--- src/rtl/pipeline_ctrl_pkg.sv ---
// Shared definitions for the pipeline hazard controller: FSM encodings,
// the NOP used to squash IF_ID, and stall-counter sizing.
package pipeline_ctrl_pkg;

    typedef enum logic [1:0] {
        ST_RUN      = 2'd0,
        ST_FLUSH    = 2'd1,
        ST_MEM_WAIT = 2'd2,
        ST_ILLEGAL  = 2'd3
    } state_e;

    localparam logic [31:0] NOP_INSTR = 32'h00000013;

    localparam int STALL_CNT_W = 16;
    localparam logic [STALL_CNT_W-1:0] STALL_CNT_MAX = '1;

    typedef struct packed {
        logic pc_write;
        logic ifid_write;
        logic ifid_flush;
        logic idex_bubble;
        logic idex_hold;
        logic exmem_hold;
    } ctrl_t;

    localparam ctrl_t CTRL_RUN = '{pc_write: 1'b1, ifid_write: 1'b1, default: 1'b0};

endpackage

--- src/rtl/pipeline_ctrl.sv ---
// Hazard/stall controller for a 5-stage pipeline: memory-wait freeze,
// taken-branch flush and load-use bubble, plus a saturating stall counter.
//
// state    | meaning
// ---------+---------------------------------------------------------------
// RUN      | normal issue; load-use hazards insert a single bubble
// FLUSH    | second squash cycle after a taken branch (IMEM is synchronous)
// MEM_WAIT | data memory busy, whole pipeline frozen
// (3)      | illegal, recovers to RUN on the next edge
module pipeline_ctrl
    import pipeline_ctrl_pkg::*;
(
    input  logic                   CLK,
    input  logic                   nRESET,
    input  logic [4:0]             id_rs1,
    input  logic [4:0]             id_rs2,
    input  logic                   id_uses_rs2,
    input  logic                   ex_memread,
    input  logic [4:0]             ex_rd,
    input  logic                   ex_branch_taken,
    input  logic                   mem_req,
    input  logic                   mem_ready,
    output logic                   pc_write,
    output logic                   ifid_write,
    output logic                   ifid_flush,
    output logic                   idex_bubble,
    output logic                   idex_hold,
    output logic                   exmem_hold,
    output logic [1:0]             state,
    output logic [STALL_CNT_W-1:0] stall_cnt
);

    state_e                   state_q, state_d;
    logic                     branch_pend_q, branch_pend_d;
    logic                     loaduse_pend_q, loaduse_pend_d;
    logic [STALL_CNT_W-1:0]   stall_cnt_q, stall_cnt_d;

    logic  memwait;
    logic  loaduse_now;
    logic  branch;
    logic  loaduse;
    logic  in_wait;
    ctrl_t ctrl;

    assign memwait     = mem_req & ~mem_ready;
    assign loaduse_now = ex_memread & (ex_rd != 5'd0) &
                         ((ex_rd == id_rs1) | (id_uses_rs2 & (ex_rd == id_rs2)));

    // Hazards seen while frozen are remembered so they still act at exit,
    // even if the upstream signal is not re-presented on the release cycle.
    assign in_wait = (state_q == ST_MEM_WAIT);
    assign branch  = ex_branch_taken | (in_wait & branch_pend_q);
    assign loaduse = loaduse_now     | (in_wait & loaduse_pend_q);

    assign branch_pend_d  = memwait & (branch_pend_q  | ex_branch_taken);
    assign loaduse_pend_d = memwait & (loaduse_pend_q | loaduse_now);

    always_ff @(posedge CLK or negedge nRESET) begin
        if (!nRESET) begin
            state_q        <= ST_RUN;
            branch_pend_q  <= 1'b0;
            loaduse_pend_q <= 1'b0;
            stall_cnt_q    <= '0;
        end else begin
            state_q        <= state_d;
            branch_pend_q  <= branch_pend_d;
            loaduse_pend_q <= loaduse_pend_d;
            stall_cnt_q    <= stall_cnt_d;
        end
    end

    always_comb begin
        state_d = ST_RUN;
        case (state_q)
            ST_RUN, ST_FLUSH, ST_MEM_WAIT: begin
                if (memwait)     state_d = ST_MEM_WAIT;
                else if (branch) state_d = ST_FLUSH;
                else             state_d = ST_RUN;
            end
            default: state_d = ST_RUN;
        endcase
    end

    always_comb begin
        ctrl = CTRL_RUN;
        if (memwait) begin
            ctrl.pc_write   = 1'b0;
            ctrl.ifid_write = 1'b0;
            ctrl.idex_hold  = 1'b1;
            ctrl.exmem_hold = 1'b1;
        end else if (branch) begin
            ctrl.ifid_flush  = 1'b1;
            ctrl.idex_bubble = 1'b1;
        end else if (state_q == ST_FLUSH) begin
            // The ID instruction is already squashed, so load-use is moot here.
            ctrl.ifid_flush = 1'b1;
        end else if (loaduse) begin
            ctrl.pc_write    = 1'b0;
            ctrl.ifid_write  = 1'b0;
            ctrl.idex_bubble = 1'b1;
        end
    end

    assign stall_cnt_d = (!ctrl.pc_write && (stall_cnt_q != STALL_CNT_MAX))
                         ? stall_cnt_q + 1'b1 : stall_cnt_q;

    assign pc_write    = ctrl.pc_write;
    assign ifid_write  = ctrl.ifid_write;
    assign ifid_flush  = ctrl.ifid_flush;
    assign idex_bubble = ctrl.idex_bubble;
    assign idex_hold   = ctrl.idex_hold;
    assign exmem_hold  = ctrl.exmem_hold;
    assign state       = state_q;
    assign stall_cnt   = stall_cnt_q;

endmodule

--- config.mk ---
export PLATFORM = sky130hd
export DESIGN_NAME = pipeline_ctrl
export DESIGN_NICKNAME = d
export VERILOG_FILES = /design/src/rtl/pipeline_ctrl_pkg.sv /design/src/rtl/pipeline_ctrl.sv
export SDC_FILE = /design/constraint.sdc
export NUM_CORES = 1
export LEC_CHECK = 0
export BUFFER_PORTS_ARGS = -buffer_cell sky130_fd_sc_hd__buf_2
export CAP_MARGIN = 20
export CORE_AREA = 2 2 52 54
export DETAILED_ROUTE_END_ITERATION = 8
export DIE_AREA = 0 0 54 56
export MAX_ROUTING_LAYER = met4
export PLACE_DENSITY = 0.79
export SETUP_SLACK_MARGIN = 0.2
export SLEW_MARGIN = 20
export SYNTH_ARGS = -nofsm -noshare
export SYNTH_HDL_FRONTEND = slang
export SYNTH_SLANG_ARGS = --single-unit
--- constraint.sdc ---
create_clock -name CLK -period 4.58 [get_ports CLK]
set_input_delay 0.458 -clock CLK [delete_from_list [all_inputs] [get_ports CLK]]
set_output_delay 0.458 -clock CLK [all_outputs]
set_load 0.02 [all_outputs]
* Yosys cells after proc, flatten, opt, wreduce, memory -nomap -nowiden
Cells that the tools add are included.
** Storage, ports and cells
- Flip-flop bits (word level) :: 20
- Bits in latches :: 0
- RAM bits :: 0
- ROM bits :: 0
- Input port bits :: 22
- Word-level logic and storage cells :: 42
- Memories :: 0
** Cells by class
- $add $sub $neg :: 1
- Multiply operators :: 0
- Divide/modulo/power cells :: 0
- Order comparisons :: 0
- Eq/ne operators :: 5
- Shift operators :: 0
- Multiplexer cells :: 13
- Bitwise gates (word level) :: 14
- Reductions and logical operators :: 5
** Operators with widths (number)
- 2-to-1 mux 2 bit :: 9
- adder 16 x 1 -> 16 bit (second input constant) :: 1
- != test 16 bit (second input constant) :: 1
- equality test 5 bit :: 2
- bitwise AND 1 bit :: 8
- OR 1 bit :: 5
- nonzero test 5 bit :: 1
- 2-to-1 mux 1 bit :: 4
- OR reduction 3 bit :: 1
- equality test 2 x 1 -> 1 bit (second input constant) :: 1
- equality test 2 bit (second input constant) :: 1
- logical NOT 2 bit :: 1
- logical AND 1 bit :: 1
- logical NOT 1 bit :: 1
- inverter 1 bit :: 1

* Depth between registers and ports, before layout
- Depth after elaboration :: 11
- Mapped depth :: 9
- Gate-level depth less buffers :: 7

* Worst setup path before layout
OpenSTA, ideal clock, no wires.
- Kind :: input -> output
- Start :: input ex_rd[4]
- End :: output pc_write
- Data arrival time :: 1.981 ns
- Data required time :: 4.122 ns
- Setup slack :: 2.141 ns
- Stages :: 7
- Path buffers :: 2
- Cells stage by stage :: xor2_1 > nor4_2 > a32oi_1 > o221a_4 > buf_6 > or2_2 > buf_4
** Between the ends
- Word-level cells in the longest chain between the ends :: 9
** RTL lines
- start, declared :: RTL line pipeline_ctrl.sv:19 : input logic [4:0] ex_rd,
- equality test 5 bit :: RTL line pipeline_ctrl.sv:47 : ((ex_rd == id_rs1) | (id_uses_rs2 & (ex_rd == id_rs2)));
- bitwise AND 1 bit :: RTL line pipeline_ctrl.sv:47
- OR 1 bit :: RTL line pipeline_ctrl.sv:47
- bitwise AND 1 bit (*) :: RTL line pipeline_ctrl.sv:46 : assign loaduse_now = ex_memread & (ex_rd != 5'd0) &
- OR 1 bit (*) :: RTL line pipeline_ctrl.sv:53 : assign loaduse = loaduse_now | (in_wait & loaduse_pend_q);
- 2-to-1 mux 2 bit (*) :: RTL line pipeline_ctrl.sv:97 : end else if (loaduse) begin
- 2-to-1 mux 2 bit (*) :: RTL line pipeline_ctrl.sv:94 : end else if (state_q == ST_FLUSH) begin
- 2-to-1 mux 2 bit (*) :: RTL line pipeline_ctrl.sv:91 : end else if (branch) begin
- 2-to-1 mux 2 bit (*) :: RTL line pipeline_ctrl.sv:86 : if (memwait) begin
- end, declared :: RTL line pipeline_ctrl.sv:23 : output logic pc_write,
Mark *: on every way between the ends. The rest lies on a longest branch, timed or not.

* Worst setup path after layout
- Start :: register stall_cnt_q[0] (netlist: stall_cnt[0])
- End :: register stall_cnt_q[1] (netlist: stall_cnt[1])
** Between the ends
- Word-level cells in the longest chain between the ends :: 2
** RTL lines
- start, declared :: RTL line pipeline_ctrl.sv:36 : logic [STALL_CNT_W-1:0] stall_cnt_q, stall_cnt_d;
- start signal, assigned :: RTL line pipeline_ctrl.sv:68 : stall_cnt_q <= stall_cnt_d;
- branches (longest 2 deep; another with adder 16 x 1 -> 16 bit)
Several ways; the timed one is not identified.
A chain may end at the register's enable or synchronous reset.

==> impl_metrics.json <==
{
  "status": "complete, no violations",
  "first_iter_violations": 11,
  "crit_start": "stall_cnt[0]",
  "syn-cell-area_sq_mm": 0.00118,
  "diodes": 0,
  "cts_tree": "built",
  "place.gp.congestion": 0.802,
  "path_class": "flip-flop to flip-flop",
  "syn_nets": 137,
  "placedCellCount": 184,
  "start_util_pct": 48.7,
  "grt_max_degree": 21,
  "drv_slew": 0,
  "yosys_warnings": 0,
  "dieArea_sq_mm": 0.00302,
  "cts.sinks": 20,
  "hold_buffers": 0,
  "syn_inst": 114,
  "final_cell_count_no_fill": 188,
  "syn2layout_area_growth_pct": 22.1,
  "r2r-start": "stall_cnt[0]",
  "track_usage_pct": 19.1,
  "setup_viol": 0,
  "drt_wl_total_um": 2450,
  "synth_edf_count": 0,
  "multi_input_area_sq_um": 638,
  "ioPinCount": 46,
  "worst_slew_pin_slew_ps": 618,
  "p_leak_nw": 0.743,
  "num_vias": 1013,
  "cts_setup_buffers": 0,
  "antenna_found_initial": 0,
  "synth_cell_types": 34,
  "post-route-period-util_pct": 56.4,
  "relSlewSlack_pct": 58.8,
  "power_density_mw_per_mm2": 319,
  "dp_hpwl_um": 1930,
  "drive_gt1_share_pct": 38.0,
  "syn_avg_cell_area_sq_um": 10.4,
  "fin_nets": 182,
  "htreeDepth": 1,
  "io_buffers": 45,
  "root_buffer": "clkbuf_4",
  "clk_latency_ps": 300,
  "endpoint_kind": "flip-flop",
  "crit_required_ps": 4770,
  "cts_made_buffers": 3,
  "rsz0062_at_grt": "false",
  "max_freq_ghz": 0.387,
  "fillers": 213,
  "synthArstFlopShare_pct": 100,
  "holdCritPathClass": "input pin to async pin",
  "ys_ff_latch": 20,
  "fin_crit_ps": 2580,
  "startpoint_type": "flip-flop",
  "ir_drop_mv": 0.213,
  "fin_setup_tns_ps": 0,
  "grt_pass1_vias": 986,
  "cap_violations": 0,
  "finalClockSkew_ps": 3.99,
  "ys.flop_type": "dfrtp_1",
  "fp-row-count": 18,
  "regArea_sq_um": 500,
  "chipWidth_um": 54,
  "yosysTopAreaCell": "dfrtp_1",
  "avgViaCountPerCell": 5.39,
  "synth.area.top_cells": "dfrtp_1 (42%), xor2_1 (16%), nor4_2 (4.2%)",
  "yosysSeqAreaShare_pct": 42.3,
  "design.core.area_sq_mm": 0.00243,
  "ctsLongestPathBuffers": 2,
  "grt_pass1_wl_um": 4240,
  "dr.pass1.iters": 4,
  "worst-path-max-fanout": 13,
  "path_clk_slew_ps": 120,
  "grt-ovfl-total": 0,
  "critPathArrivalTime_ps": 2770,
  "hold_viol_final": 0,
  "cts_resized": 0,
  "die_h_um": 56,
  "synth_top_area_share_pct": 42.3,
  "wire_per_inst_um": 13.0,
  "ant_nets": 0,
  "drc_errors": 0
}
-- routing by layer --
layer	vias to the layer above	GRT usage [%]	wire length, um
li1	494	-	-
met1	474	22.5	1020
met2	39	30.8	1250
met3	6	2.96	136
met4	0	9.29	53
met5	-	-	0
-- flip-flops by register name, summed over array words and instances (netlist names) --
name,count
branch_pend_q,1
loaduse_pend_q,1
stall_cnt,16
state,2
-- worst max-delay path: stages (launching register included) --
cell and delay [ps]:
dfrtp_1 430, ha_1 190, nand3_1 120, or2_0 350, or3_1 420, nand2b_1 470
nor2_1 160, mux2_1 340
-- where the power goes --
part | internal, W | switching [W] | leakage (nW)
registers | 0.000199 | 0.0000293 | 0.269
clock network | 0.0000484 | 0.0000542 | 0.0210
logic | 0.0000502 | 0.0000794 | 0.453
total | 0.000298 | 0.000163 | 0.743
-- kinds of logic after synthesis --
kind of cell / after synthesis / share of synthesized area, %
XOR/XNOR: 23 / 17.0
AO/OA/AOI/OAI: 9 / 5.81
AND/OR/NAND/NOR: 51 / 27.2
buffers and inverters: 7 / 3.81
adder cells (fa/ha/maj): 1 / 1.06
multiplexers: 3 / 2.85
flip-flops: 20 / 42.3
-- through the flow --
stage               setup WS (ps)  total power [W]  util (%)  cell area (sq um)  hold WS [ps]
floorplan                    2140         0.000312         -               1180           162
global placement             2090         0.000356      57.9               1410           421
detailed placement           2020         0.000363      57.9               1410           429
CTS                          2000         0.000466      59.4               1450          92.2
global route                 1800         0.000489      59.4               1450           116
finish                       2000         0.000461      59.4               1450          84.6
-- synthesized netlist by cell type, types with 2 or more instances --
master and count:
nand3_1 6, nor2_1 7, buf_4 3, nor4_2 4, nand2b_1 4, nor3_1 6
nand2_1 9, inv_1 2, a31oi_1 2, a21oi_1 2, mux2_2 2, nand4_1 2
dfrtp_1 20, nor4_1 3, and4_1 2, xor2_1 22
-- path summary, 6_finish.rpt --
kind,slack [ps],end,cells past startpoint
setup / recovery,2000,stall_cnt[1],7
hold / removal,80,stall_cnt[13],1
setup reg to reg,2000,stall_cnt[1],7
hold reg to reg,510,stall_cnt[6],1
max in group asynchronous,4190,stall_cnt[4],1
min in group CLK,400,branch_pend_q,3
-- area by class of cell --
class | count | share of cell area, %
multi-input combinational | 87 | 44.2
sequential | 20 | 34.6
timing repair buffer | 45 | 15.6
tap | 30 | 2.60
clock buffer | 4 | 2.51
inverter | 2 | 0.519
-- cell usage in the layout, fill, tap and decap left out, types with 3 or more instances in the layout --
master / n
nand3_1: 6
buf_2: 45
nor4_2: 4
nor4_1: 3
xor2_1: 22
nor2_1: 7
nand2b_1: 4
clkbuf_4: 3
nor3_1: 6
dfrtp_1: 20
nand2_1: 9
Note: power is estimated with default switching activity, not from simulation.
